===== src/rtl/hex_display_pkg.sv =====
// Shared types and constants for the hex display scheduler: FSM state encoding,
// PIO register address and the active-low seven-segment glyph table.
package hex_display_pkg;

  typedef enum logic [1:0] {
    IDLE   = 2'd0,
    WRITE  = 2'd1,
    VERIFY = 2'd2,
    HOLD   = 2'd3
  } state_t;

  localparam logic [6:0] SEG_BLANK     = 7'h7F;
  localparam logic [1:0] PIO_ADDR_DATA = 2'd0;

  // Entry n is the glyph for nibble n; bit0=a .. bit6=g, a 0 bit lights the segment.
  localparam logic [15:0][6:0] SEG_TABLE = {
    7'h0E, 7'h06, 7'h21, 7'h46, 7'h03, 7'h08, 7'h10, 7'h00,
    7'h78, 7'h02, 7'h12, 7'h19, 7'h30, 7'h24, 7'h79, 7'h40
  };

endpackage


===== src/rtl/hex_display_sched_if.sv =====
// Bundle of the two requester handshakes and the Avalon-MM link to the PIO s1 slave.
// Handshake: a transfer happens on a clock edge where x_valid && x_ready; a requester
// holds valid and value stable until it sees ready, and ready never depends on anything
// but valid, the FSM state and the round-robin pointer.
interface hex_display_sched_if;
  logic        a_valid;
  logic        a_ready;
  logic [15:0] a_value;
  logic        b_valid;
  logic        b_ready;
  logic [15:0] b_value;
  logic [1:0]  avm_address;
  logic        avm_chipselect;
  logic        avm_write_n;
  logic [31:0] avm_writedata;
  logic [31:0] avm_readdata;

  // Scheduler side: masters the Avalon bus and answers both requesters.
  modport master (
    input  a_valid, a_value, b_valid, b_value, avm_readdata,
    output a_ready, b_ready, avm_address, avm_chipselect, avm_write_n, avm_writedata
  );

  // Environment side: the two requesters plus the PIO slave.
  modport slave (
    output a_valid, a_value, b_valid, b_value, avm_readdata,
    input  a_ready, b_ready, avm_address, avm_chipselect, avm_write_n, avm_writedata
  );
endinterface


===== src/rtl/hex_seg_decode.sv =====
// Combinational 16-bit value to 28 active-low segment decoder, four digits of seven
// segments, digit i at seg[7i+6:7i], with optional leading-zero blanking.
module hex_seg_decode
  import hex_display_pkg::*;
#(
  parameter bit LZ_BLANK = 1'b1
) (
  input  logic [15:0] value,
  output logic [27:0] seg
);

  // A digit above digit 0 is blanked when it and every more significant nibble are zero,
  // so a value of zero still shows a single "0".
  always_comb begin
    seg = '0;
    for (int i = 0; i < 4; i++) begin
      if (LZ_BLANK && (i != 0) && ((value >> (4 * i)) == 16'd0)) begin
        seg[7*i +: 7] = SEG_BLANK;
      end else begin
        seg[7*i +: 7] = SEG_TABLE[value[4*i +: 4]];
      end
    end
  end

endmodule


===== src/rtl/hex_display_sched.sv =====
// Round-robin scheduler sharing the seven-segment hex PIO between two requesters.
// Define HEX_READBACK_EN to add a one-cycle readback VERIFY state with a sticky verify_err.
module hex_display_sched
  import hex_display_pkg::*;
#(
  parameter int unsigned HOLD_CYCLES = 1000,
  parameter bit          LZ_BLANK    = 1'b1
) (
  input  logic                clk,
  input  logic                reset_n,
  hex_display_sched_if.master bus,
  output logic [15:0]         shown_value,
  output logic                shown_src,
  output logic                busy,
  output logic                verify_err,
  output state_t              fsm_state,
  output logic                rr_ptr
);

  localparam int unsigned CNT_W = (HOLD_CYCLES > 1) ? $clog2(HOLD_CYCLES) : 1;
  localparam logic [CNT_W-1:0] HOLD_LOAD = (HOLD_CYCLES > 0) ? CNT_W'(HOLD_CYCLES - 1) : '0;

  state_t      state_q, state_d;
  logic        rr_q;
  logic [15:0] val_q;
  logic        src_q;
  logic [27:0] seg_q;
  logic [CNT_W-1:0] cnt_q;

  logic        grant_a, grant_b, hs;
  logic [15:0] hs_value;
  logic [27:0] hs_seg;

  // rr_q = 0 favours A when both are valid, 1 favours B.
  assign grant_a = bus.a_valid && (!bus.b_valid || !rr_q);
  assign grant_b = bus.b_valid && (!bus.a_valid || rr_q);

  assign bus.a_ready = (state_q == IDLE) && grant_a;
  assign bus.b_ready = (state_q == IDLE) && grant_b;
  assign hs          = bus.a_ready || bus.b_ready;
  assign hs_value    = grant_b ? bus.b_value : bus.a_value;

  hex_seg_decode #(.LZ_BLANK(LZ_BLANK)) u_decode (
    .value (hs_value),
    .seg   (hs_seg)
  );

  always_comb begin
    state_d = state_q;
    case (state_q)
      IDLE: if (hs) state_d = WRITE;
      WRITE: begin
`ifdef HEX_READBACK_EN
        state_d = VERIFY;
`else
        state_d = (HOLD_CYCLES == 0) ? IDLE : HOLD;
`endif
      end
      VERIFY: state_d = (HOLD_CYCLES == 0) ? IDLE : HOLD;
      HOLD:   if (cnt_q == '0) state_d = IDLE;
      default: state_d = IDLE;
    endcase
  end

  always_ff @(posedge clk) begin
    if (!reset_n) begin
      state_q     <= IDLE;
      rr_q        <= 1'b0;
      val_q       <= '0;
      src_q       <= 1'b0;
      seg_q       <= '0;
      cnt_q       <= '0;
      shown_value <= '0;
      shown_src   <= 1'b0;
    end else begin
      state_q <= state_d;
      if (hs) begin
        // After any grant the pointer names the side that was not served.
        rr_q  <= grant_a;
        val_q <= hs_value;
        src_q <= grant_b;
        seg_q <= hs_seg;
      end
      if (state_q == WRITE) begin
        shown_value <= val_q;
        shown_src   <= src_q;
      end
      if ((state_d == HOLD) && (state_q != HOLD)) begin
        cnt_q <= HOLD_LOAD;
      end else if ((state_q == HOLD) && (cnt_q != '0)) begin
        cnt_q <= cnt_q - 1'b1;
      end
    end
  end

`ifdef HEX_READBACK_EN
  always_ff @(posedge clk) begin
    if (!reset_n) begin
      verify_err <= 1'b0;
    end else if ((state_q == VERIFY) && (bus.avm_readdata[27:0] != seg_q)) begin
      verify_err <= 1'b1;
    end
  end
`else
  logic unused_readdata;
  assign unused_readdata = ^bus.avm_readdata;
  assign verify_err      = 1'b0;
`endif

  assign bus.avm_address    = PIO_ADDR_DATA;
  assign bus.avm_chipselect = (state_q == WRITE) || (state_q == VERIFY);
  assign bus.avm_write_n    = (state_q != WRITE);
  assign bus.avm_writedata  = {4'b0000, seg_q};

  assign busy      = (state_q != IDLE);
  assign fsm_state = state_q;
  assign rr_ptr    = rr_q;

endmodule


===== src/flat_wrapper.sv =====
// flat-port wrapper written by rule: the top's interface ports become plain ports
module hex_display_sched_flat import hex_display_pkg::*;
#(
  parameter int unsigned HOLD_CYCLES = 1000,
  parameter bit          LZ_BLANK    = 1'b1
)
  (clk, reset_n, shown_value, shown_src, busy, verify_err, fsm_state, rr_ptr, bus_a_valid, bus_a_value, bus_b_valid, bus_b_value, bus_avm_readdata, bus_a_ready, bus_b_ready, bus_avm_address, bus_avm_chipselect, bus_avm_write_n, bus_avm_writedata);
  hex_display_sched_if bus_i ();
  input  logic clk;
  input  logic reset_n;
  output logic [15:0] shown_value;
  output logic shown_src;
  output logic busy;
  output logic verify_err;
  output state_t fsm_state;
  output logic rr_ptr;
  input wire logic [$bits(bus_i.a_valid)-1:0] bus_a_valid;
  input wire logic [$bits(bus_i.a_value)-1:0] bus_a_value;
  input wire logic [$bits(bus_i.b_valid)-1:0] bus_b_valid;
  input wire logic [$bits(bus_i.b_value)-1:0] bus_b_value;
  input wire logic [$bits(bus_i.avm_readdata)-1:0] bus_avm_readdata;
  output wire logic [$bits(bus_i.a_ready)-1:0] bus_a_ready;
  output wire logic [$bits(bus_i.b_ready)-1:0] bus_b_ready;
  output wire logic [$bits(bus_i.avm_address)-1:0] bus_avm_address;
  output wire logic [$bits(bus_i.avm_chipselect)-1:0] bus_avm_chipselect;
  output wire logic [$bits(bus_i.avm_write_n)-1:0] bus_avm_write_n;
  output wire logic [$bits(bus_i.avm_writedata)-1:0] bus_avm_writedata;
  assign bus_i.a_valid = bus_a_valid;
  assign bus_i.a_value = bus_a_value;
  assign bus_i.b_valid = bus_b_valid;
  assign bus_i.b_value = bus_b_value;
  assign bus_i.avm_readdata = bus_avm_readdata;
  assign bus_a_ready = bus_i.a_ready;
  assign bus_b_ready = bus_i.b_ready;
  assign bus_avm_address = bus_i.avm_address;
  assign bus_avm_chipselect = bus_i.avm_chipselect;
  assign bus_avm_write_n = bus_i.avm_write_n;
  assign bus_avm_writedata = bus_i.avm_writedata;
  hex_display_sched #(.HOLD_CYCLES(HOLD_CYCLES), .LZ_BLANK(LZ_BLANK)) u_core (.clk(clk), .reset_n(reset_n), .bus(bus_i), .shown_value(shown_value), .shown_src(shown_src), .busy(busy), .verify_err(verify_err), .fsm_state(fsm_state), .rr_ptr(rr_ptr));
endmodule

===== config.mk =====
export PLATFORM = sky130hd
export DESIGN_NAME = hex_display_sched_flat
export DESIGN_NICKNAME = d
export VERILOG_FILES = /design/src/rtl/hex_display_pkg.sv /design/src/rtl/hex_display_sched_if.sv /design/src/rtl/hex_seg_decode.sv /design/src/rtl/hex_display_sched.sv /design/src/flat_wrapper.sv
export SDC_FILE = /design/constraint.sdc
export NUM_CORES = 1
export LEC_CHECK = 0
export CAP_MARGIN = 20
export CORE_MARGIN = 3
export CORE_UTILIZATION = 53
export CTS_BUF_LIST = sky130_fd_sc_hd__clkbuf_8
export CTS_CLUSTER_DIAMETER = 100
export CTS_CLUSTER_SIZE = 25
export DETAILED_ROUTE_END_ITERATION = 12
export GPL_ROUTABILITY_DRIVEN = 0
export PLACE_DENSITY = 0.84
export SYNTH_ARGS = -nofsm -noshare
export SYNTH_HDL_FRONTEND = slang
export SYNTH_SLANG_ARGS = --single-unit

===== constraint.sdc =====
create_clock -name clk -period 5.69 [get_ports clk]
set_input_delay 1.707 -clock clk [delete_from_list [all_inputs] [get_ports clk]]
set_output_delay 1.707 -clock clk [all_outputs]
set_load 0.005 [all_outputs]

==> results.toml, run 1 <==
[status]
status = "complete, no violations"

[setup_path]
cp.arrival_ps = 3150
reg2reg_from = "u_core.rr_ptr$_SDFFE_PN0P_"
startpoint_type = "input port"
cp_max_fo = 6
required_ps = 3980
end_kind = "primary output"
path_class = "input port to primary output"
ff2ff_setup_slack_ps = 2820
startpoint = "bus_b_valid"

[cts]
clock_path_buffers = 2
h-tree-depth = 3
cts.reportedPaths.clkPinSlew_ps = 80
cts_inserted_buffers = 9
cts_tree = "built"
ctsResizeCount = 0
postCtsHoldBufs = 0
clkLatencyLatePin_ps = 350
clock-sinks = 75
clock-root-buffer = "clkbuf_8"
post_cts_buffers = 0

[pwr]
intPower_mw = 1.43
power_density_mw_per_mm2 = 406
power.leakage_nw = 2.21
power_frac_seq = 0.343
combPwrFrac = 0.448
total_power_mw = 2.28
peakVddDrop_uv = 304
p_sw_frac = 0.372
pwr-share-clk = 0.209
switching_power_mw = 0.848

[run]
maxCapViolations = 0

[drt]
drt_iter0_markers = 298
dr.pass1.iters = 5
wirelength_mm = 12.1
drc = 0
drt-vias-per-instance = 6.02
wl_per_cell_um = 17.0
routed-via-count = 4284
drtAntennaViolNets = 0

[place]
place_ws_ps = 826
port_buffers = 88
place_area_mm2 = 0.00538
dp.cells = 696
dp_hpwl_mm = 8.65

[sta]
setup_viol = 0
finClkSkew_ps = 8.91
slew_violations = 0
finalCritPeriodShare = 0.854
min_period_ps = 4860
worstMarginPinSlew_ps = 852
setup_tns_ps = 0
holdWs_ps = 497
finalHoldViolCount = 0
clock.fmax_ghz = 0.206
relSlewSlack = 0.430
rsz0062_at_grt = "no"
setup_ws_ps = 831

[yosys]
yosys.area.top_type = "dfxtp_1"
syn_inst = 526
yosys.area.top_type_share = 0.338
yosys_warnings = 0
syn-cell-area_mm2 = 0.00444
synth_ff_type = "dfxtp_1"
yosys.cell_types.count = 68
yosys-top-cells-count = "75 x dfxtp_1, 58 x nor2_1, 35 x a21oi_1"
synth_edf_count = 0
yosysSeqAreaShare = 0.338
yosysMostFrequentCell = "dfxtp_1"
synth.area.top_cells = "dfxtp_1 34%, ha_1 9.0%, mux2i_1 5.9%"
yosys_register_bits = 75
synth-async-reset-ratio = 0
avgSynthCellArea_um2 = 8.44

[die]
row_count = 32
die_h_um = 97.5
pin_count = 128
initial_utilization = 0.560
dieArea_mm2 = 0.00951
coreArea_mm2 = 0.00793
dieWidth_um = 97.5

[global_routing]
grt_pass1_wl_mm = 19.8
grt_use_total = 0.248
grt_pass1_vias = 4106
antenna_found_initial = 0
grt_overflow = 0
grt_start_max_net_pins = 46

[finish]
utilization = 0.708
drive_above_1_share = 0.0803
areaGrowthSynthToFinish_pct = 26.3
fin_cells = 712
post-route-cell-area_mm2 = 0.00561
antenna_cells = 0
fin_nets = 705

[min_path]
hold_class = "flop to flop"
hold_path.startpoint = "u_core.seg_q[27]$_SDFFE_PN0P_"
==> cell type report <==
type / count / area [um2]
Timing Repair Buffer: 100 / 971
Multi-Input combinational cell: 387 / 2660
Clock buffer: 10 / 138
Sequential cell: 75 / 1500
Clock inverter: 6 / 96.3
Tap cell: 102 / 128
Inverter: 32 / 120
Fill cell: 629 / 2320
==> per-layer routing <==
metal	share of wire	GRT usage
met5	0	0
met3	0.081	0.0553
met4	0.013	0.0692
met2	0.49	0.418
met1	0.42	0.319
==> final timing paths <==
kind / cells after the start / endpoint
hold / removal: 2 / u_core.seg_q[27]$_SDFFE_PN0P_
hold reg to reg: 2 / u_core.seg_q[27]$_SDFFE_PN0P_
setup reg to reg: 9 / u_core.seg_q[7]$_SDFFE_PN0P_
setup / recovery: 3 / bus_a_ready
==> worst max-delay path, stage by stage <==
cell and delay, ps:
clkdlybuf4s50_1 560, a21oi_1 310, clkdlybuf4s50_1 570
==> logic make-up after synthesis <==
group / after synthesis / share of synthesized area
AO/OA/AOI/OAI: 161 / 0.236
AND/OR/NAND/NOR: 147 / 0.167
flip-flops: 75 / 0.338
buffers and inverters: 70 / 0.0707
adder cells (fa/ha/maj): 32 / 0.0902
multiplexers: 32 / 0.0814
XOR/XNOR: 8 / 0.0158
other: 1 / 0.000844
==> cells in the final DEF (no fill, tap or decap), types with 3 or more instances in the layout <==
cell,count
clkdlybuf4s50_1,88
dfxtp_1,75
nor2_1,57
a21oi_1,35
o21ai_0,34
ha_1,32
inv_1,31
mux2i_1,26
nand2_1,23
a211oi_1,20
nand3_1,20
a31oi_1,16
buf_4,12
clkbuf_8,10
conb_1,7
and3_1,6
and2_1,6
o21ai_1,6
o211ai_1,5
nand3b_1,5
nand4_1,5
a22oi_1,5
xnor2_1,5
a21boi_0,4
a221oi_1,4
o31ai_1,4
mux4_2,3
xor2_1,3
==> registers in the layout, summed over array words and instances (netlist names) <==
name / flops
u_core.fsm_state: 2
u_core.src_q: 1
u_core.val_q: 16
u_core.shown_value: 16
u_core.shown_src: 1
u_core.cnt_q: 10
u_core.rr_ptr: 1
u_core.seg_q: 28
==> power by group through the flow <==
stage	Clock (mW)	Combinational, mW	Sequential, mW
2_1_floorplan	0	0.600	0.776
3_3_place_gp	0	0.965	0.788
3_5_place_dp	0	0.997	0.793
4_1_cts	0.481	1.01	0.782
5_1_grt	0.509	1.12	0.803
6_report	0.476	1.02	0.783
(Power assumes the default switching activity.)
==> run 2, diff against run 1 <==
--- a/config.mk
+++ b/config.mk
@@ -5,7 +5,6 @@
 export SDC_FILE = /design/constraint.sdc
 export NUM_CORES = 1
 export LEC_CHECK = 0
-export CAP_MARGIN = 20
 export CORE_MARGIN = 3
 export CORE_UTILIZATION = 53
 export CTS_BUF_LIST = sky130_fd_sc_hd__clkbuf_8
==> results of run 2 <==
No change in the layout: final DEF, timing and power equal those of run 1.
